[src/rtl/regfile_write_arbiter.sv]
// -----------------------------------------------------------------------------
// decoder_5_to_32 / regfile_write_arbiter
//
// decoder_5_to_32: one-hot decode of a 5-bit register index, gated by an enable.
//   ena  in  1   decode enable; output is all-zero when low
//   in   in  5   register index
//   out  out 32  one-hot select
//
// regfile_write_arbiter: shares the single register-file write port of the
// rv32i core between the ALU writeback path (port A) and the load-return path
// (port M). One request is granted per cycle with round-robin tie-breaking.
// The winning write is registered onto the wr_* outputs.
//   clk, rst               clock, synchronous active-high reset
//   a_valid/a_rd/a_data    ALU writeback request
//   a_ready                ALU request granted this cycle (combinational)
//   m_valid/m_rd/m_data    load writeback request
//   m_ready                load request granted this cycle (combinational)
//   wr_ena/wr_addr/wr_data registered write to the register file
//   wr_sel                 one-hot write select from wr_ena/wr_addr, x0 never set
//   conflict_cnt           saturating count of cycles with both requests valid
// -----------------------------------------------------------------------------

module decoder_5_to_32 (
  input  logic        ena,
  input  logic [4:0]  in,
  output logic [31:0] out
);

  always_comb begin
    // NOTE: default first, so no path through this block leaves out unassigned
    // (that would infer a latch).
    out = '0;
    if (ena) begin
      out[in] = 1'b1;
    end
  end

endmodule

module regfile_write_arbiter #(
  parameter int CNT_W = 16
) (
  input  logic             clk,
  input  logic             rst,
  input  logic             a_valid,
  input  logic [4:0]       a_rd,
  input  logic [31:0]      a_data,
  output logic             a_ready,
  input  logic             m_valid,
  input  logic [4:0]       m_rd,
  input  logic [31:0]      m_data,
  output logic             m_ready,
  output logic             wr_ena,
  output logic [4:0]       wr_addr,
  output logic [31:0]      wr_data,
  output logic [31:0]      wr_sel,
  output logic [CNT_W-1:0] conflict_cnt
);

  // Tie-break owner: 0 -> A wins a tie, 1 -> M wins a tie.
  logic        prio;
  logic [31:0] dec_sel;

  // Each side is granted when it is valid and either uncontested or owns the
  // tie; the two terms are mutually exclusive for any value of prio.
  assign a_ready = a_valid & (~m_valid | ~prio);
  assign m_ready = m_valid & (~a_valid |  prio);

  // NOTE: all state below uses non-blocking assignments so every register
  // samples pre-edge values regardless of statement order.
  always_ff @(posedge clk) begin
    if (rst) begin
      prio         <= 1'b0;
      wr_ena       <= 1'b0;
      wr_addr      <= '0;
      wr_data      <= '0;
      conflict_cnt <= '0;
    end else begin
      if (a_ready) begin
        wr_ena  <= (a_rd != 5'd0);   // x0 writes are consumed but suppressed
        wr_addr <= a_rd;
        wr_data <= a_data;
        prio    <= 1'b1;             // next tie goes to the side not served
      end else if (m_ready) begin
        wr_ena  <= (m_rd != 5'd0);
        wr_addr <= m_rd;
        wr_data <= m_data;
        prio    <= 1'b0;
      end else begin
        wr_ena  <= 1'b0;             // address/data hold their last values
      end

      if (a_valid && m_valid && (conflict_cnt != {CNT_W{1'b1}})) begin
        conflict_cnt <= conflict_cnt + CNT_W'(1);
      end
    end
  end

  decoder_5_to_32 u_dec (
    .ena (wr_ena),
    .in  (wr_addr),
    .out (dec_sel)
  );

  // x0 is hard-wired zero in the register file, so its select is never driven.
  assign wr_sel = dec_sel & ~32'h1;

endmodule

[config.mk]
export PLATFORM = sky130hd
export DESIGN_NAME = regfile_write_arbiter
export DESIGN_NICKNAME = d
export VERILOG_FILES = /design/src/rtl/regfile_write_arbiter.sv
export SDC_FILE = /design/constraint.sdc
export NUM_CORES = 1
export LEC_CHECK = 0
export ABC_AREA = 1
export BUFFER_PORTS_ARGS = -buffer_cell sky130_fd_sc_hd__buf_2
export CAP_MARGIN = 25
export CORE_MARGIN = 10
export CORE_UTILIZATION = 46
export CTS_CLUSTER_SIZE = 14
export DETAILED_ROUTE_END_ITERATION = 7
export PLACE_DENSITY_LB_ADDON = 0.3
export SLEW_MARGIN = 0
export SYNTH_ARGS = -nofsm -noshare
export SYNTH_HDL_FRONTEND = slang
export SYNTH_SLANG_ARGS = --single-unit
[constraint.sdc]
create_clock -name clk -period 2.1 [get_ports clk]
set_input_delay 0.42 -clock clk [delete_from_list [all_inputs] [get_ports clk]]
set_output_delay 0.42 -clock clk [all_outputs]
set_load 0.03 [all_outputs]
-- Word level (Yosys, flattened, before mapping)
Cells that the tools add are included.
- register bits: 55
- latch bits: 0
- bits in writable memories: 0
- ROM bits: 0
- output and inout bits: 88
- logic and storage cells: 33
- memories: 0
- $add $sub $neg: 1
- multipliers: 0
- divide/modulo/power cells: 0
- order comparisons: 2
- equality and inequality tests: 1
- shifts and indexed selects: 0
- muxes and demuxes: 11
- bitwise operators: 7
- reduce and logical (&&, ||, !) cells: 6
- operator list (operator ; count):
    $mux W32 ; 3
    $add A16 B1 Y16 const B ; 1
    $ne A16 B16 Y1 const B ; 1
    $mux W5 ; 2
    $reduce_bool A5 Y1 ; 2
    $lt A5 B6 Y1 const B ; 1
    $demux W1 S5 ; 1
    $ge A5 B1 Y1 const B ; 1
    $mux W1 ; 5
    $logic_and A1 B1 Y1 ; 3
    $not A1 Y1 ; 3
    $and A1 B1 Y1 ; 2
    $or A1 B1 Y1 ; 2
    $reduce_bool A2 Y1 ; 1

-- Longest topological paths before layout
- word-level depth: 5
- gate-level depth with buffers: 8

-- By module
Synthesis repeated with hierarchy kept, for this count alone.
- cells, all modules: 417
- area, all modules: 2733.9 sq um
- modules (own cells, without submodules) (module ; times used ; cells each ; area an instance (sq um) ; sequential area each (sq um)):
    regfile_write_arbiter ; 1 ; 367 ; 2533.7 ; 1101.1
    decoder_5_to_32 ; 1 ; 50 ; 200.2 ; 0.0

-- Worst setup path before layout
Ideal clock, no wire load.
- kind: register to output
- start point: register wr_addr[0]
- end point: output wr_sel[13]
- arrival: 1.303 ns
- path slack: 0.377 ns
- stages on the path, launching flop included: 5
- buffers on the path: 0
- cells stage by stage: dfxtp_1 inv_1 nor2_1 nand2_1 nor2_1
- longest elaborated chain between the ends: 5
- elaborated cells on any way between the ends: 6
- those cells by class: order compare (2); mux (3); reduce/logical (1)
- ends and longest elaborated chain (what ; RTL line ; text):
    start, declared ; 54 ; output logic [4:0] wr_addr,
    start signal, assigned ; 81 ; wr_addr <= a_rd;
    start signal, assigned ; 86 ; wr_addr <= m_rd;
    $lt A5 B6 Y1 (implied by the code) / $ge A5 B1 Y1 (equally long branches) ; 34 ; out[in] = 1'b1;
    $logic_and A1 B1 Y1 (implied by the code) ; 34 ;
    $mux W1 (implied by the code) ; 34 ;
    $demux W1 S5 (*) ; - ;
    $mux W32 (*) ; 33 ; if (ena) begin
    end, declared ; 56 ; output logic [31:0] wr_sel,
Every way passes the cells marked *; elsewhere a longest branch is shown, timed or not.

-- Worst setup path in the final report
- start point: register wr_addr[1]
- end point: output wr_sel[15]
Same word-level chain as after synthesis.

==> impl_results.md <==
* Worst hold path type: in -> reg
* Placed instance area at between 3000 and 4000 sq um
* Worst Reg-to-Reg Cells at 7
* Netlist Area Pre-Place at 2710 sq um
* Nets at 658
* Startpoint types: register
* Final max-slew violation count at 0
* Layout cell share with drive strength beyond 1 at 0.314
* Gate power share at 0.224
* Die height at 96.8 um
* Core area at 5610 sq um
* Max Cap Violations at 0
* Total Routed Length at 9320 um
* GRT met1 Usage at 0.224
* Max Root-Sink Buffers at 2
* Num rows at 27
* Status: complete, no violations
* DRC violations left at 0
* Largest area contributor in the netlist: dfxtp_1
* Final Skew at 0.00566 ns
* Largest net degree at the start of global routing at 40
* Worst Path Max Fanout at 8
* Root Driver: clkbuf_8
* Synth Net Count at 500
* Post-CTS sizing at 0
* Clock share of power at 0.257
* Crit-path cells: nand3_1, nor2_1, buf_2
* Pwr dens at 608 nW/um^2
* Vias in the first global route at between 3k and 4k
* Final Hold Violating Endpoints at 0
* Crit. End Element: output pin
* Reg power frac at 0.518
* Number of setup buffers added after CTS at 0
* Least-Margin Pin Slew at between 0.6 and 0.7 ns
* Min-Delay Path Depth at 3
* DR vias at 3,281
* Pwr Total at 2.21 mW
* First-pass GRT wire length at 15,400 um
* Synth Instances at 421
* Antenna diode count at 0
* Fill cells at between 500 and 600
* Buf/Inv on CP at 1
* Ranking of synthesized cells by area: dfxtp_1, nand2_1, nor2_1
* Busiest grt layer: met2
* Hold Startpoint: m_data[11]
* GRT Total Usage at 0.187
* Gpl congestion at 0.890
* Met2 usage at 0.304
* Max incr delay on CP at 0.40 ns
* Die X at 96.8 um
* Sink of the worst hold path: wr_data[11]
* Later-pin clock latency in the skew report at ~0.30 ns
* CP top delay family: simple AND/OR/NAND/NOR gates
* CTS tree: built
* Initial Utilization at 0.483
* Num CTS Buffers at 5
* CTS sink cnt at 55
* Remaining Overflow, GRT at 0
* Post-Syn Area per Cell at 6.44 sq um
* CTS Hold Bufs at 0
* Setup violators final at 0
* Seq/Total Area, Yosys at 0.406
* Htree depth at 2
* Initial antenna violation count at 0
* Wire per inst at 14.3 um
* Post-layout util at 0.649
* Synth warn at 0
* Syn-to-layout area delta at 34.3%
* R2r setup slk at 0.52 ns
* Die ar. at 9370 sq um
* Cell Int Power at 1.50 mW
* Post-route clock period utilization at 0.852
* Slew HR at 0.592
* Worst path slowest cell: dfxtp_1
* Antenna-violating nets left at 0
* Vias per cell at between 5 and 6
* Max VDD drop at 0.000369 V
* 1st-iter DRT viols at 127
* Clock-pin transition on the worst setup and hold timing paths at ~0.10 ns
* Clock period minus worst slack at between 1.5 and 2 ns
* Required time of the critical path at 1.68 ns
* Reg2reg start: conflict_cnt[1]
* Met3 GRT Util at 0.0745
* Yosys reg bits at 55
* Hpwl dp at 7460 um
* Fmax at roughly 560 MHz
* Distinct cells, synth at 23
* Sw power at 0.712 mW
* Top-area cell type share of the netlist area at 0.406
* R2R Path End: conflict_cnt[5]
* RSZ-0062 raised after global routing: no
* Final setup TNS at 0 ns
* Number of I/O pins at 166
* Critical path type: reg -> out
* Leak pwr at around 1.8 nW
* Worst EP arrival at 1.37 ns
* Post-route design area at ~3600 sq um
* Switching Share at 0.322
* Drt first pass iters at 5
* Port buffer count at 164
final cells by class:
class                   instances  area (sq um)  share of cell area
multi-input cells             319          1400               0.384
flip-flops and latches         55          1100               0.302
repair buffers                169           858               0.236
inverters                      29           109              0.0299
well taps                      72          90.1              0.0247
clock buffers                   6          72.6              0.0199
clock inverters                 2          12.5             0.00344
synth_stat cells:
cell and instances:
nor2_1 70, inv_1 26, o21ai_2 1, nand2_1 144, ha_1 1, a31oi_1 34
o22ai_1 2, o31ai_1 1, inv_2 3, nand3_1 35, buf_6 3, conb_1 1
buf_4 1, nor2_2 1, nand4_1 2, a21oi_1 20, buf_2 7, dfxtp_1 55
nor3_1 1, o21ai_0 4, nor2_4 1, clkbuf_1 7, nand3b_1 1
flip-flops by register name, indices dropped and copies added, names as in the netlist:
register and cells:
conflict_cnt 16, prio 1, wr_addr 5, wr_data 32
wr_ena 1
routing by layer:
| metal | vias to the layer above | share of wire | wire length, um |
|---|---|---|---|
| met4 | 0 | 0.015 | 139 |
| li1 | 1678 | - | - |
| met2 | 174 | 0.47 | 4350 |
| met3 | 10 | 0.11 | 981 |
| met5 | - | 0 | 0 |
| met1 | 1419 | 0.41 | 3850 |
worst register-to-register path, cell delays in order (launching register included):
cell     delay (ns)
dfxtp_1        0.39
ha_1           0.18
inv_1          0.06
nor2_1         0.16
nand4_1        0.22
buf_4          0.26
a21oi_1        0.15
nor2_1         0.06
stage by stage:
step	hold slack, ns	worst slack, ns	std cells
2_1_floorplan	0.466	0.377	421
3_3_place_gp	0.460	0.458	644
3_5_place_dp	0.465	0.381	644
6_report	0.378	0.310	652
4_1_cts	0.366	0.303	652
5_1_grt	0.366	0.146	652
cell usage in the layout (no fill, tap or decap):
cell type	n
clkinvlp_4	1
nand3b_1	1
clkbuf_1	1
o22ai_1	2
o31ai_1	1
o21ai_0	4
inv_1	26
nor3_1	1
buf_2	164
a21oi_1	20
clkinv_2	1
buf_4	5
conb_1	1
dfxtp_1	55
inv_2	3
o21ai_2	1
nor2_4	1
nand2_1	144
nor2_1	70
a31oi_1	34
nand3_1	35
ha_1	1
nand4_1	2
nor2_2	1
clkbuf_8	5
how the worst max path moves through the flow:
stage,start,endpoint,slack (ns),cells after the start
5_1_grt,wr_addr[0],wr_sel[29],0.15,5
3_5_place_dp,a_valid,wr_data[30],0.38,7
3_3_place_gp,a_valid,wr_data[20],0.46,7
6_report,wr_addr[1],wr_sel[15],0.31,3
4_1_cts,wr_addr[0],wr_sel[5],0.30,5
2_1_floorplan,wr_addr[0],wr_sel[13],0.38,4
cell families after synthesis:
family                     synth area share
buffers and inverters                0.0780
adders and majority gates           0.00461
and+or+nand+nor                       0.377
AOI/OAI and AO/OA                     0.133
DFF                                   0.406
other                               0.00138
power by group through the flow:
stage | Sequential (mW) | Combinational, mW | Clock (mW)
after floorplan | 1.28 | 0.204 | 0
after global placement | 1.17 | 0.492 | 0
after detailed placement | 1.17 | 0.501 | 0
after CTS | 1.15 | 0.500 | 0.591
after global routing | 1.16 | 0.544 | 0.622
final | 1.15 | 0.497 | 0.570
(Power assumes the default switching activity.)
